[config.mk]
export PLATFORM = sky130hd
export DESIGN_NAME = adder_arbiter
export DESIGN_NICKNAME = d
export VERILOG_FILES = /design/src/rtl/adder_arbiter.sv
export SDC_FILE = /design/constraint.sdc
export NUM_CORES = 1
export LEC_CHECK = 0
export CAP_MARGIN = 20
export CORE_MARGIN = 3
export CORE_UTILIZATION = 43
export CTS_CLUSTER_DIAMETER = 60
export DETAILED_ROUTE_END_ITERATION = 12
export HOLD_SLACK_MARGIN = 0.08
export PLACE_DENSITY = 0.75
export SYNTH_ARGS = -nofsm -noshare
export SYNTH_HDL_FRONTEND = slang
export SYNTH_SLANG_ARGS = --single-unit
[constraint.sdc]
create_clock -name clk -period 1.8 [get_ports clk]
set_input_delay 0.36 -clock clk [delete_from_list [all_inputs] [get_ports clk]]
set_output_delay 0.36 -clock clk [all_outputs]
set_load 0.01 [all_outputs]
[src/rtl/adder_arbiter.sv]
// ============================================================================
// adder_arbiter : two-requester round-robin arbiter feeding a registered adder
// Rev 1.0
// ============================================================================
`default_nettype none

module adder_arbiter #(
  parameter int WIDTH = 8,
  parameter int CNT_W = 16
) (
  input  logic             clk,
  input  logic             reset_i,
  input  logic             v0_i,
  input  logic [WIDTH-1:0] a0_i,
  input  logic [WIDTH-1:0] b0_i,
  output logic             ready0_o,
  input  logic             v1_i,
  input  logic [WIDTH-1:0] a1_i,
  input  logic [WIDTH-1:0] b1_i,
  output logic             ready1_o,
  output logic             v_o,
  output logic [WIDTH:0]   sum_o,
  output logic             is_odd_o,
  output logic             id_o,
  input  logic             ready_i,
  output logic [CNT_W-1:0] done_cnt_o
);

  localparam logic [1:0] IDLE = 2'd0;
  localparam logic [1:0] CALC = 2'd1;
  localparam logic [1:0] DONE = 2'd2;

  logic [1:0]       state_q, state_d;
  logic [WIDTH-1:0] a_q, a_d, b_q, b_d;
  logic             op_id_q, op_id_d;
  logic             last_q, last_d;
  logic [WIDTH:0]   sum_q, sum_d;
  logic             id_q, id_d;
  logic [CNT_W-1:0] cnt_q, cnt_d;

  logic can_accept;
  logic accept;
  logic gnt;

  // On a tie the requester that did not win last time is served.
  always_comb begin
    can_accept = (state_q == IDLE) || ((state_q == DONE) && ready_i);
    accept     = can_accept && (v0_i || v1_i) && !reset_i;
    gnt        = (v0_i && v1_i) ? ~last_q : v1_i;
    ready0_o   = accept && !gnt;
    ready1_o   = accept && gnt;
  end

  always_comb begin
    state_d = state_q;
    a_d     = a_q;
    b_d     = b_q;
    op_id_d = op_id_q;
    last_d  = last_q;
    sum_d   = sum_q;
    id_d    = id_q;
    cnt_d   = cnt_q;

    if (accept) begin
      a_d     = gnt ? a1_i : a0_i;
      b_d     = gnt ? b1_i : b0_i;
      op_id_d = gnt;
      last_d  = gnt;
    end

    case (state_q)
      IDLE: begin
        if (accept) begin
          state_d = CALC;
        end
      end
      CALC: begin
        sum_d   = {1'b0, a_q} + {1'b0, b_q};
        id_d    = op_id_q;
        state_d = DONE;
      end
      DONE: begin
        if (ready_i) begin
          cnt_d   = cnt_q + {{(CNT_W-1){1'b0}}, 1'b1};
          state_d = accept ? CALC : IDLE;
        end
      end
      default: state_d = IDLE;
    endcase
  end

  always_ff @(posedge clk) begin
    if (reset_i) begin
      state_q <= IDLE;
      a_q     <= '0;
      b_q     <= '0;
      op_id_q <= 1'b0;
      last_q  <= 1'b1;
      sum_q   <= '0;
      id_q    <= 1'b0;
      cnt_q   <= '0;
    end else begin
      state_q <= state_d;
      a_q     <= a_d;
      b_q     <= b_d;
      op_id_q <= op_id_d;
      last_q  <= last_d;
      sum_q   <= sum_d;
      id_q    <= id_d;
      cnt_q   <= cnt_d;
    end
  end

  assign v_o        = (state_q == DONE);
  assign sum_o      = sum_q;
  assign is_odd_o   = sum_q[0];
  assign id_o       = id_q;
  assign done_cnt_o = cnt_q;

endmodule

`default_nettype wire

==> results of run 1 <==
-- critical path, cell delays in order (launching register included) --
cell and delay [ns]:
dfxtp_1 0.31, nor2b_1 0.14, or3_1 0.34, nor3_1 0.14, buf_2 0.16
-- registers in the layout (all words and copies together), names as in the netlist --
| name | flops |
|---|---|
| id_o | 1 |
| a_q | 8 |
| b_q | 8 |
| state_q | 2 |
| sum_o | 9 |
| done_cnt_o | 16 |
| op_id_q | 1 |
| last_q | 1 |
-- report_power, final --
part,internal (mW),total (mW),switching (mW),leakage [nW]
combinational,0.299,0.571,0.272,0.876
clock,0.310,0.638,0.328,0.0482
sequential,1.09,1.13,0.0424,0.377
-- timing repair --
action                     in CTS  in global routing
setup buffers                   1                  0
gates resized for setup        16                  4
pin swaps                       4                  7
setup endpoints to repair       4                  5
-- final cells by class --
type | instances | area, um^2
repair buffers | 92 | 847
clock buffers | 7 | 86.3
inverters | 3 | 11.3
well taps | 70 | 87.6
fillers | 463 | 1860
clock inverters | 1 | 5.00
flip-flops and latches | 46 | 922
multi-input cells | 196 | 1320
-- cell families after synthesis --
kind of cell,after synthesis,share of synthesized area
AOI/OAI and AO/OA,63,0.182
xor gates and xnor gates,10,0.0380
adders and majority gates,10,0.0576
buffers and inverters,18,0.0380
DFF,46,0.400
muxes,16,0.0695
and+or+nand+nor,97,0.215
-- path summary, 6_finish.rpt --
check                                              from                     to  slack [ns]  cells after the start
worst min register to register    sum_o[4]$_SDFFE_PP0N_  sum_o[4]$_SDFFE_PP0N_        0.46                      2
worst max register to register      b_q[0]$_SDFFE_PP0P_  sum_o[4]$_SDFFE_PP0N_        0.06                      6
worst max-delay path            state_q[1]$_SDFFE_PP0P_               ready0_o        0.06                      4
worst min-delay path              sum_o[4]$_SDFFE_PP0N_  sum_o[4]$_SDFFE_PP0N_        0.46                      2
-- cell usage in the layout, fill, tap and decap left out, types with 2 or more instances in the layout --
cell	n
and4_1	2
ha_1	8
o2111ai_1	2
buf_4	26
a21o_1	2
nand2b_1	2
nand3_1	11
or3_1	4
dlygate4sd2_1	4
nand4_1	4
or3_2	2
dfxtp_1	45
a21oi_1	16
nor2_1	34
clkbuf_8	6
o21ai_0	9
xor2_1	9
a211o_1	2
nor3_1	6
o211ai_1	2
o21a_1	3
nand2_1	17
nor2b_1	2
clkdlybuf4s50_1	60
inv_1	3
nand3b_1	3
mux2i_1	16
a211oi_1	18
-- stage by stage --
stage	utilization	hold WS (ns)	instance area (um^2)
2_1_floorplan	-	0.432	2300
3_3_place_gp	0.617	0.439	3170
3_5_place_dp	0.617	0.446	3170
4_1_cts	0.637	0.458	3270
5_1_grt	0.639	0.471	3280
6_report	0.639	0.457	3280
-- layer usage --
layer  vias up  global-route usage  wire (um)
met4         0              0.0739        176
met3        13              0.0431        281
met1       967               0.205       2310
li1       1114                   -          -
met2        65               0.322       2610
met5         -                   0          0
==> out/results.ini, run 1 <==
[pwr]
p_per_area_mw_per_mm2=713
max-vdd-ir-drop_mv=0.498
finalPower_mw=2.34
p_leak_nw=1.30

[sta]
finalHoldViolCount=0
finalCriticalPeriod_ns=1.74
max_freq_mhz=574
final-setup-viol-count=0
rsz0062_at_grt=no
tightest_slew_ns=0.430
slew_headroom=0.713
min_period_over_period=0.967
maxSlewViolCount=0
fin_skew_ns=0.00499
tns_ns=0
worst_slack_ns=0.0590

[global_routing]
antenna_found_initial=0
grtUsageTotal=0.180
grt_max_degree=43
first_global_vias=2060
grt_overflow_total=0
grt_pass1_wl_um=9080

[route]
vias=2159
dr.pass1.iters=4
drc=0
drtIter0Drc=87
wl_per_cell_um=13.0
ant_nets=0
vias_per_cell=5.20
drt-total-wl_um=5380

[setup_path]
cp.required_ns=1.44
path_class=flop to output port
cp_data_arrival_time_ns=1.38
startpoint_type=flop
crit_path_end_kind=output port
crit_fanout=2

[placement]
gp_congestion=0.911
portBuffers=66
placed_cells=406
dp_hpwl_um=4090
dp_slack_ns=-0.579

[synthesis]
netlist_top_cells_area=dfxtp_1 40%, mux2i_1 7.0%, a211oi_1 6.2%
synth_nets=307
synth.avg_cell_area_um2=8.86
synthCells=260
post-synth-top-count-cell=dfxtp_1
synth.distinct_cells=47
synth_top_area_frac=0.400
synthFlopType=dfxtp_1
syn_area_mm2=0.00230
ys_seq_elements=46
ys_seq_area_frac=0.400
yosysWarnings=0
synth_commonest_cells=46 x dfxtp_1, 35 x nor2_1, 19 x a211oi_1, 17 x nand2_1
synth-async-reset-ratio=0
synth_largest_area_cell=dfxtp_1
synth-edff-count=0

[layout]
layout-drive-gt1-share=0.139
fin_nets=391
diodes=0
layoutNonFillerInstCount=415
synthToLayoutAreaGrowth_pct=42.5

[clock_network]
clk_latency_ns=0.30
cts_buffer_depth=2
root_buffer=clkbuf_8
cts_max_level=2
path_clk_slew_ns=0.08
hold_buffers=0
cts_buffers=5
cts.sinks=46
cts_tree=done

[min_path]
min_path_type=flop to flop

[die]
start_util=0.448
io-pin-count=67
die_y_um=79.2
rows=26
core_area_mm2=0.00514
die_x_um=79.2
dieArea_mm2=0.00627

[outcome]
status=finished, final reports clean

[run]
max-cap-violations=0

(Power assumes the default switching activity.)
==> inputs of run 2 (changes only) <==
--- a/config.mk
+++ b/config.mk
@@ -5,13 +5,15 @@
 export SDC_FILE = /design/constraint.sdc
 export NUM_CORES = 1
 export LEC_CHECK = 0
+export ABC_AREA = 1
 export CAP_MARGIN = 20
 export CORE_MARGIN = 3
-export CORE_UTILIZATION = 43
+export CORE_UTILIZATION = 44
 export CTS_CLUSTER_DIAMETER = 60
 export DETAILED_ROUTE_END_ITERATION = 12
+export GPL_TIMING_DRIVEN = 0
 export HOLD_SLACK_MARGIN = 0.08
-export PLACE_DENSITY = 0.75
+export PLACE_DENSITY = 0.76
 export SYNTH_ARGS = -nofsm -noshare
 export SYNTH_HDL_FRONTEND = slang
 export SYNTH_SLANG_ARGS = --single-unit
==> out/results.ini, run 2 <==
[setup_path]
cp_data_arrival_time_ns=1.36  ; -0.02 ns
slowest_stage=dfxtp_4
r2r-start=a_q[0]$_SDFFE_PP0P_
crit_path_end_kind=output port
cp.required_ns=1.44  ; about the same
cpPeakStageDelay_ns=0.36  ; +0.02 ns
path_class=flop to output port
critPathLaunch=state_q[1]$_SDFFE_PP0P_
startpoint_type=flop
crit_path_cell_trace=inv_2, o211ai_4, inv_4, buf_6, nand3_2, inv_1, buf_2
crit_fanout=10  ; +8

[pwr]
p_leak_nw=1.46  ; +13%
swShare=0.262  ; -0.0131
power_frac_seq=0.475  ; -0.008
max-vdd-ir-drop_mv=0.376  ; -25%
p_int_mw=1.72  ; +1.5%
combPwrFrac=0.203  ; -0.041
switchingPower_uw=610  ; -5.1%
p_clk_frac=0.322  ; +0.049
p_per_area_mw_per_mm2=694  ; -2.6%

[synthesis]
synth_largest_area_cell=dfxtp_1
synth_compound_area_frac=0.118  ; -0.0644
muxShareOfSynthArea=0  ; -0.0695
synth-edff-count=0  ; unchanged
synth_top_area_frac=0.375  ; -0.0252
synth_commonest_cells=119 x nand2_1, 46 x dfxtp_1, 39 x nor2_1, 35 x nand3_1, 33 x inv_1
yosysWarnings=0  ; unchanged
synth-simple-area-share=0.357  ; +0.142
synth_adder_area_share=0.0539  ; -0.00363
post-synth-top-count-cell=nand2_1
syn_area_mm2=0.00246  ; +6.7%
synth_xor_area_frac=0.0107  ; -0.0273
synth.distinct_cells=30  ; -36%
synth_nets=413  ; +35%
synth-async-reset-ratio=0  ; unchanged
synth_top_family_by_area=simple AND/OR/NAND/NOR gates
synthFlopType=dfxtp_1
netlist_top_cells_area=dfxtp_1 37%, nand2_1 18%, nand3_1 7.1%
ys_seq_elements=46  ; unchanged
synthCells=366  ; +41%
ys_seq_area_frac=0.375  ; -0.0252
synth.avg_cell_area_um2=6.72  ; -24%

[sta]
tns_ns=0  ; unchanged
tightest_slew_ns=0.550  ; +0.119 ns
slew_headroom=0.634  ; -0.0791
maxSlewViolCount=0  ; unchanged
finalCriticalPeriod_ns=1.72  ; -0.0249 ns
final-setup-viol-count=0  ; unchanged
fin_skew_ns=0.00685  ; +0.00186 ns
rsz0062_at_grt=no
min_period_over_period=0.953  ; -0.0139
max_freq_mhz=583  ; +1.5%
finalHoldViolCount=0  ; unchanged

[layout]
layout-drive-gt1-share=0.0880  ; -0.0511
largest_reg_flops=16  ; unchanged
synthToLayoutAreaGrowth_pct=36.7
finish.utilization=0.638  ; -0.000808
diodes=0  ; unchanged
fin_nets=489  ; +25%
layout_common_cells=117 x nand2_1, 59 x clkdlybuf4s50_1, 44 x dfxtp_1
layout_commonest_cell=nand2_1

[die]
dieArea_mm2=0.00652  ; +4.0%
start_util=0.467  ; +0.0184
io-pin-count=67  ; unchanged
core_area_mm2=0.00527  ; +2.5%
die_y_um=80.8  ; +2.0%
rows=26  ; unchanged
die_x_um=80.8  ; +2.0%

[clock_network]
cts_buffers=5  ; unchanged
cts.sinks=46  ; unchanged
cts_tree=done
clk_latency_ns=0.30  ; about the same
root_buffer=clkbuf_8
cts_buffer_depth=2  ; unchanged
cts_max_level=2  ; unchanged
path_clk_slew_ns=0.08  ; about the same

[global_routing]
first_global_vias=2293  ; +11%
met3_usage=0.0443  ; +0.00126
grt_overflow_total=0  ; unchanged
grtUsageTotal=0.196  ; +0.0161
met2_usage=0.368  ; +0.0468
antenna_found_initial=0  ; unchanged
top_usage_layer=met2
grt_max_degree=14  ; -67%
grt_pass1_wl_um=9990  ; +10%
use_met1=0.222  ; +0.0175

[route]
drc=0  ; unchanged
ant_nets=0  ; unchanged
drt-total-wl_um=5870  ; +9.1%
drtIter0Drc=121  ; +39%
wl_per_cell_um=11.4  ; -12%
dr.pass1.iters=5  ; +1
vias_per_cell=4.96  ; -4.6%
vias=2545  ; +18%

[placement]
gp_congestion=0.864  ; -5.1%
dp_hpwl_um=4620  ; +13%
portBuffers=64  ; -3.0%

[run]
max-cap-violations=0  ; unchanged

[outcome]
status=finished, final reports clean

[min_path]
min_from=reset_i
min_path_type=input port to flop

## run 2: cell types whose count changed in the layout (fill, tap and decap cells not counted), sizes merged, moves of 6 or more
cell / previous run / this run
a21oi: 16 / 31
mux2i: 16 / 0
nand2: 17 / 119
clkbuf: 7 / 15
inv: 3 / 35
xor2: 9 / 2
buf: 28 / 12
or3: 6 / 0
nand3: 11 / 37
nor2: 35 / 42
a211oi: 19 / 1
## run 2: metrics by stage
stage	setup slack, ns	power [mW]	std cells	hold slack [ns]	instance area, um^2
after floorplan	0.221	1.38	366	0.441	2460
after detailed placement	-0.782	1.58	500	0.461	3190
after global placement	-0.749	1.57	500	0.458	3190
after global routing	0.0123	2.45	513	0.364	3360
after CTS	0.00158	2.35	513	0.370	3350
final	0.0839	2.33	513	0.375	3360
## run 2: worst max-delay path: cells and delay by family (launching register included)
family / cells / cell delay [ns]
compound gates: 1 / 0.22
simple gates: 1 / 0.06
flops: 1 / 0.36
buf+inv: 5 / 0.41
## run 2: kinds of logic (layout without fill, tap and decap cells)
kind of cell,Yosys count,in the layout
fa+ha+maj,10,10
flops,46,46
buf+inv,48,125
xor+xnor,3,3
simple gates,207,207
compound gates,52,52
## run 2: repair_timing
item	in CTS	in global routing
pin swaps	3	1
gates resized for setup	22	5
hold buffers	0	0
endpoints found under the setup margin	3	4
buffers inserted	5	0
## run 2: power groups by stage
stage	logic, mW	clock network (mW)	registers (mW)
after floorplan	0.251	0	1.13
after global placement	0.444	0	1.13
after detailed placement	0.453	0	1.13
after CTS	0.474	0.765	1.11
after global routing	0.535	0.800	1.11
final	0.474	0.751	1.11
## run 2: area by class of cell
cell class | instances | area (um^2)
timing repair buffer | 69 | 673
clock inverter | 1 | 30.0
multi-input combinational | 272 | 1350
sequential | 46 | 926
inverter | 35 | 134
clock buffer | 7 | 76.3
fill | 528 | 1910
tap | 70 | 87.6
buffer | 13 | 83.8
## run 2: per-layer routing
layer | vias up | share of wire
met5 | - | 0
met2 | 66 | 0.51
met3 | 6 | 0.054
met1 | 1145 | 0.43
met4 | 0 | 0.012
li1 | 1328 | -
## run 2: worst paths after layout
kind                            cells past startpoint  slack, ns                          to
worst max-delay path                                7       0.08                    ready1_o
worst min-delay path                                2       0.38  done_cnt_o[6]$_SDFFE_PP0P_
worst max register to register                     10       0.21       sum_o[6]$_SDFFE_PP0N_
worst min register to register                      2       0.47         b_q[7]$_SDFFE_PP0P_
==> inputs of run 3 (changes only) <==
==> config.mk (replaced) <==
export PLATFORM = sky130hd
export DESIGN_NAME = adder_arbiter
export DESIGN_NICKNAME = d
export VERILOG_FILES = /design/src/rtl/adder_arbiter.sv
export SDC_FILE = /design/constraint.sdc
export NUM_CORES = 1
export LEC_CHECK = 0
export ABC_AREA = 0
export CAP_MARGIN = 20
export CORE_MARGIN = 3
export CORE_UTILIZATION = 43
export CTS_CLUSTER_DIAMETER = 60
export DETAILED_ROUTE_END_ITERATION = 12
export GPL_TIMING_DRIVEN = 0
export HOLD_SLACK_MARGIN = 0.08
export PLACE_DENSITY = 0.75
export SETUP_SLACK_MARGIN = 0.02
export SYNTH_ARGS = -nofsm -noshare
export SYNTH_HDL_FRONTEND = slang
export SYNTH_SLANG_ARGS = --single-unit
==> out/results.ini, run 3 (synthesized netlist as in run 1, its figures left out) <==
[clock_network]
hold_buffers=0  ; unchanged
root_buffer=clkbuf_8
cts_buffer_depth=2  ; unchanged
cts_buffers=5  ; unchanged
cts_tree=done
cts.sinks=46  ; unchanged
path_clk_slew_ns=0.08  ; about the same
clk_latency_ns=0.30  ; about the same
cts_max_level=2  ; unchanged

[route]
dr.pass1.iters=4  ; -1
wl_met1_um=2390  ; -4.4%
wl_per_cell_um=13.5  ; +18%
vias_per_cell=5.21  ; +5.1%
ant_nets=0  ; unchanged
drc=0  ; unchanged
drt-total-wl_um=5590  ; -4.8%
vias=2159  ; -15%
drtIter0Drc=72  ; -40%
wl_met2_um=2810  ; -5.9%
routed.top_layer=met4
met3_length_um=260  ; -17%

[global_routing]
grt_max_degree=17  ; +3
grtUsageTotal=0.187  ; -0.00902
first_global_vias=2129  ; -7.2%
grt_overflow_total=0  ; unchanged
antenna_found_initial=0  ; unchanged
grt_pass1_wl_um=9450  ; -5.4%

[placement]
gp_congestion=0.842  ; -2.6%
dp_hpwl_um=4250  ; -8.0%
portBuffers=66  ; +3.1%
dp_slack_ns=-1.15  ; -0.371 ns

[pwr]
power_frac_seq=0.458  ; -0.017
max-vdd-ir-drop_mv=0.371  ; -1.4%
p_per_area_mw_per_mm2=752  ; +8.3%
p_leak_nw=1.29  ; -12%
swShare=0.271  ; +0.00902
switchingPower_uw=673  ; +10%
p_clk_frac=0.302  ; -0.020
combPwrFrac=0.240  ; +0.037
p_int_mw=1.81  ; +5.2%

[sta]
worst_slack_ns=-0.00116  ; -0.0851 ns
tightest_slew_ns=0.529  ; -0.0207 ns
final-setup-viol-count=1  ; +1
slew_headroom=0.647  ; +0.0138
min_period_over_period=1.00  ; +0.0473
rsz0062_at_grt=yes
fin_skew_ns=0.00990  ; +0.00305 ns
finalHoldViolCount=0  ; unchanged
maxSlewViolCount=0  ; unchanged
finalCriticalPeriod_ns=1.80  ; +0.0851 ns
max_freq_mhz=555  ; -4.7%

[layout]
multi_input_area_mm2=0.00136  ; +0.37%
layout-drive-gt1-share=0.140  ; +0.0515
fillers=478  ; -9.5%
fin_nets=390  ; -20%
synthToLayoutAreaGrowth_pct=43.5
diodes=0  ; unchanged
seq_area_um2=926  ; unchanged
largest_reg_flops=16  ; unchanged
layout_common_cells=60 x clkdlybuf4s50_1, 42 x dfxtp_1, 34 x nor2_1
finish.utilization=0.643  ; +0.00543
layout_commonest_cell=clkdlybuf4s50_1

[setup_path]
crit_fanout=5  ; -5
path_class=input port to output port
crit_path_end_kind=output port
cp_data_arrival_time_ns=1.44  ; +0.08 ns
cp.required_ns=1.44  ; about the same
worst-r2r-cell-count=6  ; -4
startpoint_type=input port

[die]
core_area_mm2=0.00514  ; -2.5%
start_util=0.448  ; -0.0184
die_x_um=79.2  ; -1.9%
rows=26  ; unchanged
die_y_um=79.2  ; -1.9%
io-pin-count=67  ; unchanged
dieArea_mm2=0.00627  ; -3.8%

[run]
max-cap-violations=0  ; unchanged

[outcome]
status=complete, but fails checks
violations=setup timing

[min_path]
min_path_type=flop to flop
hold_depth=2  ; unchanged

==> run 3: repair_timing <==
| action | 4_1_cts | 5_1_grt |
|---|---|---|
| gates resized for setup | 29 | 11 |
| pin swaps | 4 | 6 |
| buffers inserted | 10 | 1 |
| endpoints found under the setup margin | 25 | 18 |
==> run 3: area by class of cell <==
class | instances | share of cell area
well taps | 70 | 0.0265
plain buffers | 14 | 0.0269
inverters | 3 | 0.00341
multi-input cells | 196 | 0.410
clock inverters | 3 | 0.0121
clock buffers | 5 | 0.0208
repair buffers | 77 | 0.220
flip-flops and latches | 46 | 0.280
==> run 3: worst max-delay path, stage by stage <==
cell and delay, ns:
dlygate4sd2_1 0.32, nor2b_4 0.08, or3_4 0.42, nor3_4 0.11, buf_2 0.15
==> run 3: path summary, 6_finish.rpt <==
check | startpoint | to | slack (ns)
setup reg to reg | a_q[0]$_SDFFE_PP0P_ | sum_o[4]$_SDFFE_PP0N_ | 0.09
hold reg to reg | op_id_q$_SDFFE_PP0P_ | id_o$_SDFFE_PP0N_ | 0.46
setup / recovery | ready_i | ready0_o | -0.001
hold / removal | op_id_q$_SDFFE_PP0P_ | id_o$_SDFFE_PP0N_ | 0.46
==> run 3: routing by layer <==
layer | global-route usage | up-vias
met2 | 0.337 | 65
met5 | 0 | -
li1 | - | 1114
met4 | 0.0790 | 0
met3 | 0.0397 | 12
met1 | 0.212 | 968
==> run 3: metrics by stage <==
step                      total power [mW]  hold slack (ns)  instance area, um^2  instances  setup TNS [ns]
after global routing                  2.61            0.488                 3310        414         -0.0424
after global placement                1.68            0.444                 3050        396          -11.58
final                                 2.48            0.461                 3310        414        -0.00116
after CTS                             2.48            0.455                 3270        413         -0.0290
after detailed placement              1.69            0.442                 3050        396          -12.41
after floorplan                       1.47            0.432                 2300        260               0
==> run 3: power by group through the flow <==
stage                     Combinational [mW]  Clock (mW)  Sequential [mW]
after global placement                 0.519           0             1.16
after global routing                   0.654       0.808             1.15
after floorplan                        0.315           0             1.15
after detailed placement               0.529           0             1.16
final                                  0.597       0.750             1.14
after CTS                              0.578       0.763             1.13
